===== src/rtl/chain_result_uart_framer.sv =====
// chain_result_uart_framer: queues chain-code Encoder results in a small FIFO and
// streams each one as a checksummed byte frame over the UART_Transmit
// T_EN / Data / Transmit_Done handshake.
module chain_result_uart_framer #(
  parameter int unsigned COORD_W   = 8,
  parameter int unsigned AREA_W    = 16,
  parameter int unsigned PERIM_W   = 16,
  parameter int unsigned DEPTH     = 4,
  parameter logic [7:0]  SYNC_BYTE = 8'hA5
) (
  input  logic               Clk,
  input  logic               reset,
  input  logic               res_valid,
  input  logic               res_error,
  input  logic [COORD_W-1:0] res_x,
  input  logic [COORD_W-1:0] res_y,
  input  logic [AREA_W-1:0]  res_area,
  input  logic [PERIM_W-1:0] res_perim,
  output logic               res_ready,
  output logic               overflow,
  output logic               T_EN,
  output logic [7:0]         Data,
  input  logic               Transmit_Done,
  output logic               busy,
  output logic [15:0]        frames_sent
);

  // Field sizes rounded up to whole bytes, zero-extended at the MSB end
  localparam int unsigned XB        = (COORD_W + 7) / 8;
  localparam int unsigned AB        = (AREA_W + 7) / 8;
  localparam int unsigned PB        = (PERIM_W + 7) / 8;
  localparam int unsigned XBITS     = XB * 8;
  localparam int unsigned ABITS     = AB * 8;
  localparam int unsigned PBITS     = PB * 8;
  localparam int unsigned PAY_BYTES = 1 + 2 * XB + AB + PB;
  localparam int unsigned FRAME_LEN = PAY_BYTES + 2;
  localparam int unsigned IDX_W     = $clog2(FRAME_LEN);
  localparam int unsigned PTR_W     = $clog2(DEPTH);
  localparam int unsigned CNT_W     = PTR_W + 1;

  localparam logic [2:0] S_IDLE = 3'd0;
  localparam logic [2:0] S_LOAD = 3'd1;
  localparam logic [2:0] S_SEND = 3'd2;
  localparam logic [2:0] S_GAP  = 3'd3;
  localparam logic [2:0] S_DONE = 3'd4;

  typedef struct packed {
    logic               err;
    logic [COORD_W-1:0] x;
    logic [COORD_W-1:0] y;
    logic [AREA_W-1:0]  area;
    logic [PERIM_W-1:0] perim;
  } entry_t;

  entry_t                 mem [DEPTH];
  entry_t                 shadow;
  logic [PTR_W-1:0]       wr_ptr;
  logic [PTR_W-1:0]       rd_ptr;
  logic [CNT_W-1:0]       count;
  logic [CNT_W-1:0]       count_d;
  logic                   full_c;
  logic                   push_c;
  logic                   pop_c;
  logic                   frame_done_c;

  logic [2:0]             state;
  logic [2:0]             state_d;
  logic [IDX_W-1:0]       idx;
  logic [IDX_W-1:0]       idx_d;
  logic [IDX_W-1:0]       idx_inc_c;
  logic                   t_en_d;
  logic [7:0]             data_d;
  logic [6:0]             seq;

  logic [PAY_BYTES*8-1:0] payload_c;
  logic [FRAME_LEN*8-1:0] frame_c;
  logic [7:0]             csum_c;
  logic [7:0]             next_byte_c;

  assign full_c    = (count == CNT_W'(DEPTH));
  assign push_c    = res_valid && !full_c;
  assign count_d   = count + CNT_W'(push_c) - CNT_W'(pop_c);
  assign idx_inc_c = idx + IDX_W'(1);

  // FIFO storage and the shadow copy of the result being framed
  always_ff @(posedge Clk) begin
    if (push_c) begin
      mem[wr_ptr] <= {res_error, res_x, res_y, res_area, res_perim};
    end
    if (pop_c) begin
      shadow <= mem[rd_ptr];
    end
  end

  // FIFO pointers, occupancy, ready and sticky overflow
  always_ff @(posedge Clk) begin
    if (reset) begin
      wr_ptr    <= '0;
      rd_ptr    <= '0;
      count     <= '0;
      res_ready <= 1'b1;
      overflow  <= 1'b0;
    end else begin
      if (push_c) wr_ptr <= wr_ptr + PTR_W'(1);
      if (pop_c)  rd_ptr <= rd_ptr + PTR_W'(1);
      count     <= count_d;
      res_ready <= (count_d != CNT_W'(DEPTH));
      if (res_valid && full_c) overflow <= 1'b1;
    end
  end

  // Frame image of the shadow entry, checksum, and the byte after idx
  always_comb begin
    payload_c = {seq, shadow.err, XBITS'(shadow.x), XBITS'(shadow.y),
                 ABITS'(shadow.area), PBITS'(shadow.perim)};
    csum_c = 8'h00;
    for (int unsigned i = 0; i < PAY_BYTES; i++) begin
      csum_c = csum_c + payload_c[i*8 +: 8];
    end
    frame_c = {SYNC_BYTE, payload_c, csum_c};
    next_byte_c = 8'h00;
    for (int unsigned i = 0; i < FRAME_LEN; i++) begin
      if (idx_inc_c == IDX_W'(i)) begin
        next_byte_c = frame_c[(FRAME_LEN-1-i)*8 +: 8];
      end
    end
  end

  // Next-state and registered-output values for the framing FSM
  always_comb begin
    state_d      = state;
    idx_d        = idx;
    t_en_d       = T_EN;
    data_d       = Data;
    pop_c        = 1'b0;
    frame_done_c = 1'b0;
    case (state)
      S_IDLE: begin
        if (count != '0) state_d = S_LOAD;
      end
      S_LOAD: begin
        pop_c   = 1'b1;
        idx_d   = '0;
        t_en_d  = 1'b1;
        data_d  = SYNC_BYTE;
        state_d = S_SEND;
      end
      S_SEND: begin
        if (Transmit_Done) begin
          t_en_d  = 1'b0;
          state_d = (idx == IDX_W'(FRAME_LEN-1)) ? S_DONE : S_GAP;
        end
      end
      S_GAP: begin
        idx_d   = idx_inc_c;
        t_en_d  = 1'b1;
        data_d  = next_byte_c;
        state_d = S_SEND;
      end
      S_DONE: begin
        frame_done_c = 1'b1;
        state_d      = S_IDLE;
      end
      default: state_d = S_IDLE;
    endcase
  end

  // State register, UART handshake outputs, frame and sequence counters
  always_ff @(posedge Clk) begin
    if (reset) begin
      state       <= S_IDLE;
      idx         <= '0;
      T_EN        <= 1'b0;
      Data        <= 8'h00;
      busy        <= 1'b0;
      frames_sent <= 16'h0000;
      seq         <= 7'd0;
    end else begin
      state <= state_d;
      idx   <= idx_d;
      T_EN  <= t_en_d;
      Data  <= data_d;
      busy  <= (state_d != S_IDLE);
      if (frame_done_c) begin
        frames_sent <= frames_sent + 16'd1;
        seq         <= seq + 7'd1;
      end
    end
  end

endmodule


===== config.mk =====
export PLATFORM = sky130hd
export DESIGN_NAME = chain_result_uart_framer
export DESIGN_NICKNAME = d
export VERILOG_FILES = /design/src/rtl/chain_result_uart_framer.sv
export SDC_FILE = /design/constraint.sdc
export NUM_CORES = 1
export LEC_CHECK = 0
export BUFFER_PORTS_ARGS = -buffer_cell sky130_fd_sc_hd__buf_4
export CAP_MARGIN = 20
export CORE_MARGIN = 2
export CORE_UTILIZATION = 60
export DETAILED_ROUTE_END_ITERATION = 6
export HOLD_SLACK_MARGIN = 0.08
export PLACE_DENSITY = 0.83
export RECOVER_POWER = 50
export SKIP_CTS_REPAIR_TIMING = 1
export SLEW_MARGIN = 10
export SYNTH_ARGS = -nofsm -noshare
export SYNTH_HDL_FRONTEND = slang
export SYNTH_SLANG_ARGS = --single-unit

===== constraint.sdc =====
create_clock -name Clk -period 6.5 [get_ports Clk]
set_input_delay 0.65 -clock Clk [delete_from_list [all_inputs] [get_ports Clk]]
set_output_delay 0.65 -clock Clk [all_outputs]
set_load 0.1 [all_outputs]

==> impl_metrics.yaml, run 1 <==
outcome:
  run_status: "complete, but fails checks"
  violations_in_the_final_reports: "max-capacitance violations, max-slew violations"
placement:
  place_hpwl_mm: 16.9
  routabilityCongestion: 0.906
  port_buffers: 80
logic_synthesis:
  synth_area_per_cell_um2: 15.4
  netlist-cell-type-count: 70
  ys_seq_elements: 294
  syn_nets: 943
  synth_enable_flop_cells: 245
  yosysSeqAreaShare: 0.650
  ys_async_sr_fraction: 0
  postSynth.topFlopCell: "sky130_fd_sc_hd__edfxtp_1"
  syn_inst: 835
  post_synth_instance_area_um2: 12800
  ys.warnings.count: 0
power:
  worst_ir_drop_vdd_mv: 0.473
  power.static_leakage_nw: 4.90
  pwr_density_cell_nw_per_um2: 521
global_routing:
  grt_pass1_vias: 7387
  grt_start_max_net_pins: 53
  grt_antenna_before_repair: 0
  gr-usage-all-layers: 0.248
  grt.overflow.total: 0
  grt_pass1_wl_mm: 41.9
route:
  route.final.wire_length_mm: 27.0
  drc: 0
  first_iter_violations: 799
  vias_per_cell: 6.05
  dr.pass1.iters: 5
  postRouteAntennaNets: 0
  dr_total_vias: 7354
  detail_route.wl_per_cell_um: 22.2
setup_path:
  crit_fanout: 52
  path_cells: "nand2b_1, nor2_4, clkbuf_1, ha_1, inv_1, ha_1, inv_1, fa_1, xor2_1, xnor2_1, nor2_1, nand3b_1"
  startpoint: "state[2]"
  timing.critical_path.required_ns: 6.94
  timing.critical_path.arrival_ns: 5.24
  timing.critical_path.slowest_cell_delay_ns: 2.12
  timing.critical_path.slowest_stage_cell: "sky130_fd_sc_hd__clkbuf_1"
  cp-start-kind: "flop"
  path_buf_inv: 3
  timing.critical_path.to_type: "flop"
  crit_type: "flop to flop"
  worst_r2r_startpoint: "state[2]"
  worst_path_dominant_cell_family: "buffers and inverters"
clocking:
  clk-insertion-delay-late_ns: 0.57
  cts.htree.levels: 1
  clock_sinks: 294
  cts_tree: "done"
  cts_inserted_buffers: 29
  cts-root-to-sink-buffers: 3
  cts-root-buf: "sky130_fd_sc_hd__clkbuf_16"
  clk_pin_slew_ns: 0.06
die:
  die-width_um: 150
  rows: 53
  starting_utilization_of_the_core_area: 0.610
  io-pin-count: 81
  placeableCoreArea_um2: 21000
  floorplan.die_area_um2: 22600
  floorplan.die.height_um: 150
timing:
  report.final.hold_viol_count: 0
  final.setup_skew_ns: 0.00937
  unrepaired_setup_endpoints_after_global_routing: "no"
  timing.setup.tns_ns: 0
  setup-violations-final: 0
  hold_slack_ns: 0.332
  slew_headroom: -1.09
  final-max-slew-violation-count: 104
  tightest_slew_ns: 3.13
  layout_worst_path_cycle_share: 0.739
  timing.fmax_ghz: 0.208
  fin_crit_ns: 4.80
worst_hold_path:
  holdCritStartpoint: "res_area[6]"
  min_path_type: "primary input to flop"
finish:
  area_delta_synth_final_pct: 11.9
  num_antenna_cells: 0
  final_net_count: 1027
  drive_gt1_frac: 0.141
job:
  maxCapViolCount: 2
## flip-flops by register name, summed over array words and instances, names as in the netlist
name,flops
frame_c,49
idx,4
frames_sent,16
overflow,1
mem,196
busy,1
seq,7
T_EN,1
state,3
res_ready,1
count,3
Data,8
wr_ptr,2
rd_ptr,2
## layout by cell type (no fill, tap or decap), types with 5 or more instances in the layout
cell type,instances
sky130_fd_sc_hd__a211oi_1,6
sky130_fd_sc_hd__a21oi_1,27
sky130_fd_sc_hd__a221oi_1,8
sky130_fd_sc_hd__a31oi_1,7
sky130_fd_sc_hd__buf_4,18
sky130_fd_sc_hd__clkbuf_1,77
sky130_fd_sc_hd__clkbuf_16,30
sky130_fd_sc_hd__dfxtp_1,47
sky130_fd_sc_hd__edfxtp_1,245
sky130_fd_sc_hd__fa_1,33
sky130_fd_sc_hd__ha_1,22
sky130_fd_sc_hd__inv_1,81
sky130_fd_sc_hd__mux4_2,49
sky130_fd_sc_hd__nand2_1,47
sky130_fd_sc_hd__nand3_1,14
sky130_fd_sc_hd__nand3b_1,6
sky130_fd_sc_hd__nand4_1,6
sky130_fd_sc_hd__nor2_1,50
sky130_fd_sc_hd__nor2b_1,9
sky130_fd_sc_hd__nor3_1,6
sky130_fd_sc_hd__nor4_1,5
sky130_fd_sc_hd__o21ai_0,16
sky130_fd_sc_hd__xnor2_1,23
sky130_fd_sc_hd__xor2_1,15
## routing by layer
layer,share of wire,track usage
met1,0.39,0.339
met2,0.49,0.397
met3,0.081,0.0530
met4,0.041,0.0934
met5,0,0
## cell usage after synthesis (3+ instances only)
cell type	instances	area share
sky130_fd_sc_hd__o22ai_1	4	0.0019
sky130_fd_sc_hd__a31oi_1	7	0.0034
sky130_fd_sc_hd__nand2_1	47	0.014
sky130_fd_sc_hd__nand3_1	14	0.0055
sky130_fd_sc_hd__o21ai_0	16	0.0062
sky130_fd_sc_hd__nand2b_1	4	0.0019
sky130_fd_sc_hd__a221oi_1	8	0.0055
sky130_fd_sc_hd__and2_1	6	0.0029
sky130_fd_sc_hd__nor4_1	5	0.0024
sky130_fd_sc_hd__xor2_1	15	0.010
sky130_fd_sc_hd__buf_1	3	0.00088
sky130_fd_sc_hd__edfxtp_1	245	0.57
sky130_fd_sc_hd__nand3b_1	6	0.0035
sky130_fd_sc_hd__and3_1	3	0.0015
sky130_fd_sc_hd__dfxtp_1	49	0.076
sky130_fd_sc_hd__mux4_2	49	0.086
sky130_fd_sc_hd__nand4_1	6	0.0029
sky130_fd_sc_hd__a21o_1	3	0.0018
sky130_fd_sc_hd__ha_1	22	0.021
sky130_fd_sc_hd__a21oi_1	27	0.011
sky130_fd_sc_hd__nor2b_1	9	0.0044
sky130_fd_sc_hd__buf_2	12	0.0047
sky130_fd_sc_hd__inv_1	81	0.024
sky130_fd_sc_hd__xnor2_1	23	0.016
sky130_fd_sc_hd__nor3_1	6	0.0023
sky130_fd_sc_hd__clkbuf_1	19	0.0056
sky130_fd_sc_hd__fa_1	33	0.051
sky130_fd_sc_hd__a211oi_1	6	0.0035
sky130_fd_sc_hd__nor2_1	51	0.015
sky130_fd_sc_hd__o211ai_1	4	0.0023
## stage by stage
stage	total power [mW]	util	cells	cell area, um^2	worst slack [ns]
after global routing	8.00	0.683	1215	14400	1.34
after detailed placement	5.82	0.652	1163	13700	2.30
after floorplan	5.08	-	835	12800	1.97
after CTS	7.50	0.697	1215	14600	2.28
after global placement	5.74	0.652	1163	13700	2.43
final	7.48	0.683	1215	14400	1.70
## kinds of logic after synthesis
group	after synthesis	share of synthesized area
adder cells (fa/ha/maj)	55	0.0729
XOR/XNOR	38	0.0259
multiplexers	50	0.0868
flip-flops	294	0.650
AO/OA/AOI/OAI	105	0.0594
buffers and inverters	119	0.0377
AND/OR/NAND/NOR	174	0.0675
## power by group
| group | total, mW | switching [mW] | internal, mW |
|---|---|---|---|
| Clock | 1.65 | 0.694 | 0.957 |
| Sequential | 2.58 | 0.171 | 2.40 |
| Combinational | 3.26 | 1.84 | 1.42 |
| Total | 7.48 | 2.70 | 4.78 |
## final cells by class
| class | count | area, um^2 |
|---|---|---|
| multi-input cells | 422 | 4020 |
| fillers | 1401 | 6660 |
| flip-flops and latches | 294 | 8340 |
| well taps | 275 | 344 |
| inverters | 81 | 304 |
| clock inverters | 14 | 139 |
| clock buffers | 38 | 808 |
| repair buffers | 91 | 409 |
## path summary, 6_finish.rpt
path,to,slack [ns],cells after the start
setup / recovery,res_ready,1.70,12
hold / removal,mem[2][22],0.33,1
setup reg to reg,res_ready,1.70,12
hold reg to reg,overflow,0.49,2
Power figures use the tool's default switching activity.
==> run 2: changes to the inputs <==
- ABC_AREA: unset -> 1
- clock period: 6.5 -> 4.8 ns (I/O delays scaled with it)
==> impl_metrics.yaml, run 2 <==
timing:
  fin_crit_ns: 4.17
  setup-violations-final: 0
  hold_slack_ns: 0.199
  timing.setup.tns_ns: 0
  unrepaired_setup_endpoints_after_global_routing: "no"
  timing.fmax_ghz: 0.240
  final-max-slew-violation-count: 107
  layout_worst_path_cycle_share: 0.869
  slew_headroom: -1.22
  tightest_slew_ns: 3.33
  report.final.hold_viol_count: 0
  final.setup_skew_ns: 0.0138
logic_synthesis:
  netlist-cell-type-count: 38
  syn_nets: 1256
  ys_seq_elements: 294
  yosysSeqAreaShare: 0.640
  syn_inst: 1148
  ys.warnings.count: 0
  synth_enable_flop_cells: 245
  ys_async_sr_fraction: 0
  synthDominantCellAreaShare: 0.564
  ys_top_cells_by_count: "sky130_fd_sc_hd__edfxtp_1 (245), sky130_fd_sc_hd__inv_1 (153), sky130_fd_sc_hd__o21ai_0 (137)"
  synthDominantAreaCellType: "sky130_fd_sc_hd__edfxtp_1"
  postSynth.topFlopCell: "sky130_fd_sc_hd__edfxtp_1"
  post_synth_instance_area_um2: 13000
  synth_area_per_cell_um2: 11.4
  synth_top_cells_by_area: "sky130_fd_sc_hd__edfxtp_1 (56%), sky130_fd_sc_hd__dfxtp_1 (7.5%), sky130_fd_sc_hd__o21ai_0 (5.3%)"
  post-synth-top-count-cell: "sky130_fd_sc_hd__edfxtp_1"
clocking:
  cts_tree: "done"
  clk-insertion-delay-late_ns: 0.54
  clock_sinks: 294
  cts-root-to-sink-buffers: 3
  cts_inserted_buffers: 29
  clk_pin_slew_ns: 0.06
  cts.htree.levels: 1
  cts-root-buf: "sky130_fd_sc_hd__clkbuf_16"
route:
  dr.pass1.iters: 5
  postRouteAntennaNets: 0
  route.final.wire_length_mm: 28.7
  first_iter_violations: 775
  vias_per_cell: 5.68
  drc: 0
  detail_route.wl_per_cell_um: 18.8
  dr_total_vias: 8662
finish:
  registers.top_by_ff_count: "mem"
  post-route-cell-area_um2: 14500
  final_net_count: 1336
  final-seq-area_um2: 8340
  num_antenna_cells: 0
  multi_input_comb_area_um2: 3860
  area_delta_synth_final_pct: 11.3
  finalCoreUtilization: 0.686
  largest_reg_flops: 196
  layout_commonest_cell: "sky130_fd_sc_hd__edfxtp_1"
  drive_gt1_frac: 0.0665
  fill_cells: 1530
  mostFrequentLayoutCells: "sky130_fd_sc_hd__edfxtp_1 (245), sky130_fd_sc_hd__inv_1 (154), sky130_fd_sc_hd__o21ai_0 (138)"
die:
  floorplan.die_area_um2: 22900
  rows: 53
  io-pin-count: 81
  placeableCoreArea_um2: 21200
  starting_utilization_of_the_core_area: 0.616
  floorplan.die.height_um: 151
  die-width_um: 151
setup_path:
  cp-start-kind: "flop"
  timing.critical_path.required_ns: 5.24
  crit_fanout: 4
  path_buf_inv: 6
  timing.critical_path.slowest_stage_cell: "sky130_fd_sc_hd__fa_1"
  worst-r2r-cell-count: 21
  critical_path_depth: 21
  timing.critical_path.arrival_ns: 4.61
  worst_path_dominant_cell_family: "adder cells"
  timing.critical_path.to_type: "flop"
  path_cells: "inv_1, fa_1, inv_1, fa_1, inv_1, fa_1, fa_1, inv_1, ha_1, a21oi_1, nand2_1, nand2_1, nand2_1, a21oi_1, nand3_1, nand3_1, nand2_1, inv_1, nand3_1, nand2_1, inv_1"
  crit_type: "flop to flop"
  timing.critical_path.slowest_cell_delay_ns: 0.53
  crit_path_frequent_cell: "sky130_fd_sc_hd__inv_1"
worst_hold_path:
  timing.hold.worst_path_depth: 1
  min_path_type: "primary input to flop"
job:
  maxCapViolCount: 2
global_routing:
  gr-usage-all-layers: 0.261
  grt_use_met3: 0.0473
  gr-max-usage-layer: "met2"
  met1_usage: 0.338
  grt_antenna_before_repair: 0
  grt.overflow.total: 0
  gr-usage-met2: 0.446
  grt_pass1_vias: 8784
  grt_start_max_net_pins: 72
  grt_pass1_wl_mm: 45.4
placement:
  port_buffers: 80
  dpl_cell_area_um2: 13900
  routabilityCongestion: 0.944
  place_hpwl_mm: 18.5
power:
  worst_ir_drop_vdd_mv: 0.620
  pwr_density_cell_nw_per_um2: 699
  power.static_leakage_nw: 5.41
  report.power.total_mw: 10.1
outcome:
  run_status: "complete, but fails checks"
  violations_in_the_final_reports: "max-capacitance violations, max-slew violations"
run 2: cell types whose count changed after synthesis, moves of 45 or more:
cell,delta
sky130_fd_sc_hd__o21ai_0,+121
sky130_fd_sc_hd__nor2_1,+82
sky130_fd_sc_hd__nand2_1,+74
sky130_fd_sc_hd__inv_1,+72
sky130_fd_sc_hd__mux4_2,-49
sky130_fd_sc_hd__o22ai_1,+45
run 2: final timing paths:
check                from   endpoint  slack (ns)
max reg2reg        seq[3]    Data[7]        0.63
max                seq[3]    Data[7]        0.63
min          res_perim[2]  mem[1][2]        0.20
min reg2reg      overflow   overflow        0.47
run 2: cells by family (layout without fill, tap and decap cells):
logic type / Yosys count / in the layout / share of synthesized area
and+or+nand+nor: 339 / 339 / 0.117
buffers and inverters: 207 / 308 / 0.0636
AOI/OAI and AO/OA: 242 / 242 / 0.101
xor gates and xnor gates: 11 / 11 / 0.00739
DFF: 294 / 294 / 0.640
adders and majority gates: 55 / 55 / 0.0718
run 2: per-layer routing:
layer  vias to the layer above  share of wire
met2                       358           0.49
met4                         0          0.028
li1                       4102              -
met5                         -              0
met3                        66          0.076
met1                      4136           0.40
run 2: through the flow:
| step | instances | setup WS, ns |
|---|---|---|
| finish | 1524 | 0.627 |
| global route | 1524 | 0.343 |
| CTS | 1523 | 0.664 |
| detailed placement | 1471 | 0.718 |
| global placement | 1471 | 0.787 |
| floorplan | 1148 | 0.493 |
run 2: layout make-up:
class	count	area share
Sequential cell	294	0.575
Inverter	163	0.0426
Timing Repair Buffer	93	0.0277
Multi-Input combinational cell	647	0.266
Clock inverter	16	0.0139
Clock buffer	36	0.0518
Tap cell	275	0.0237
run 2: power by group:
part | switching, mW | internal, mW | total (mW)
clock network | 0.906 | 1.37 | 2.28
logic | 2.82 | 1.58 | 4.40
registers | 0.195 | 3.27 | 3.46
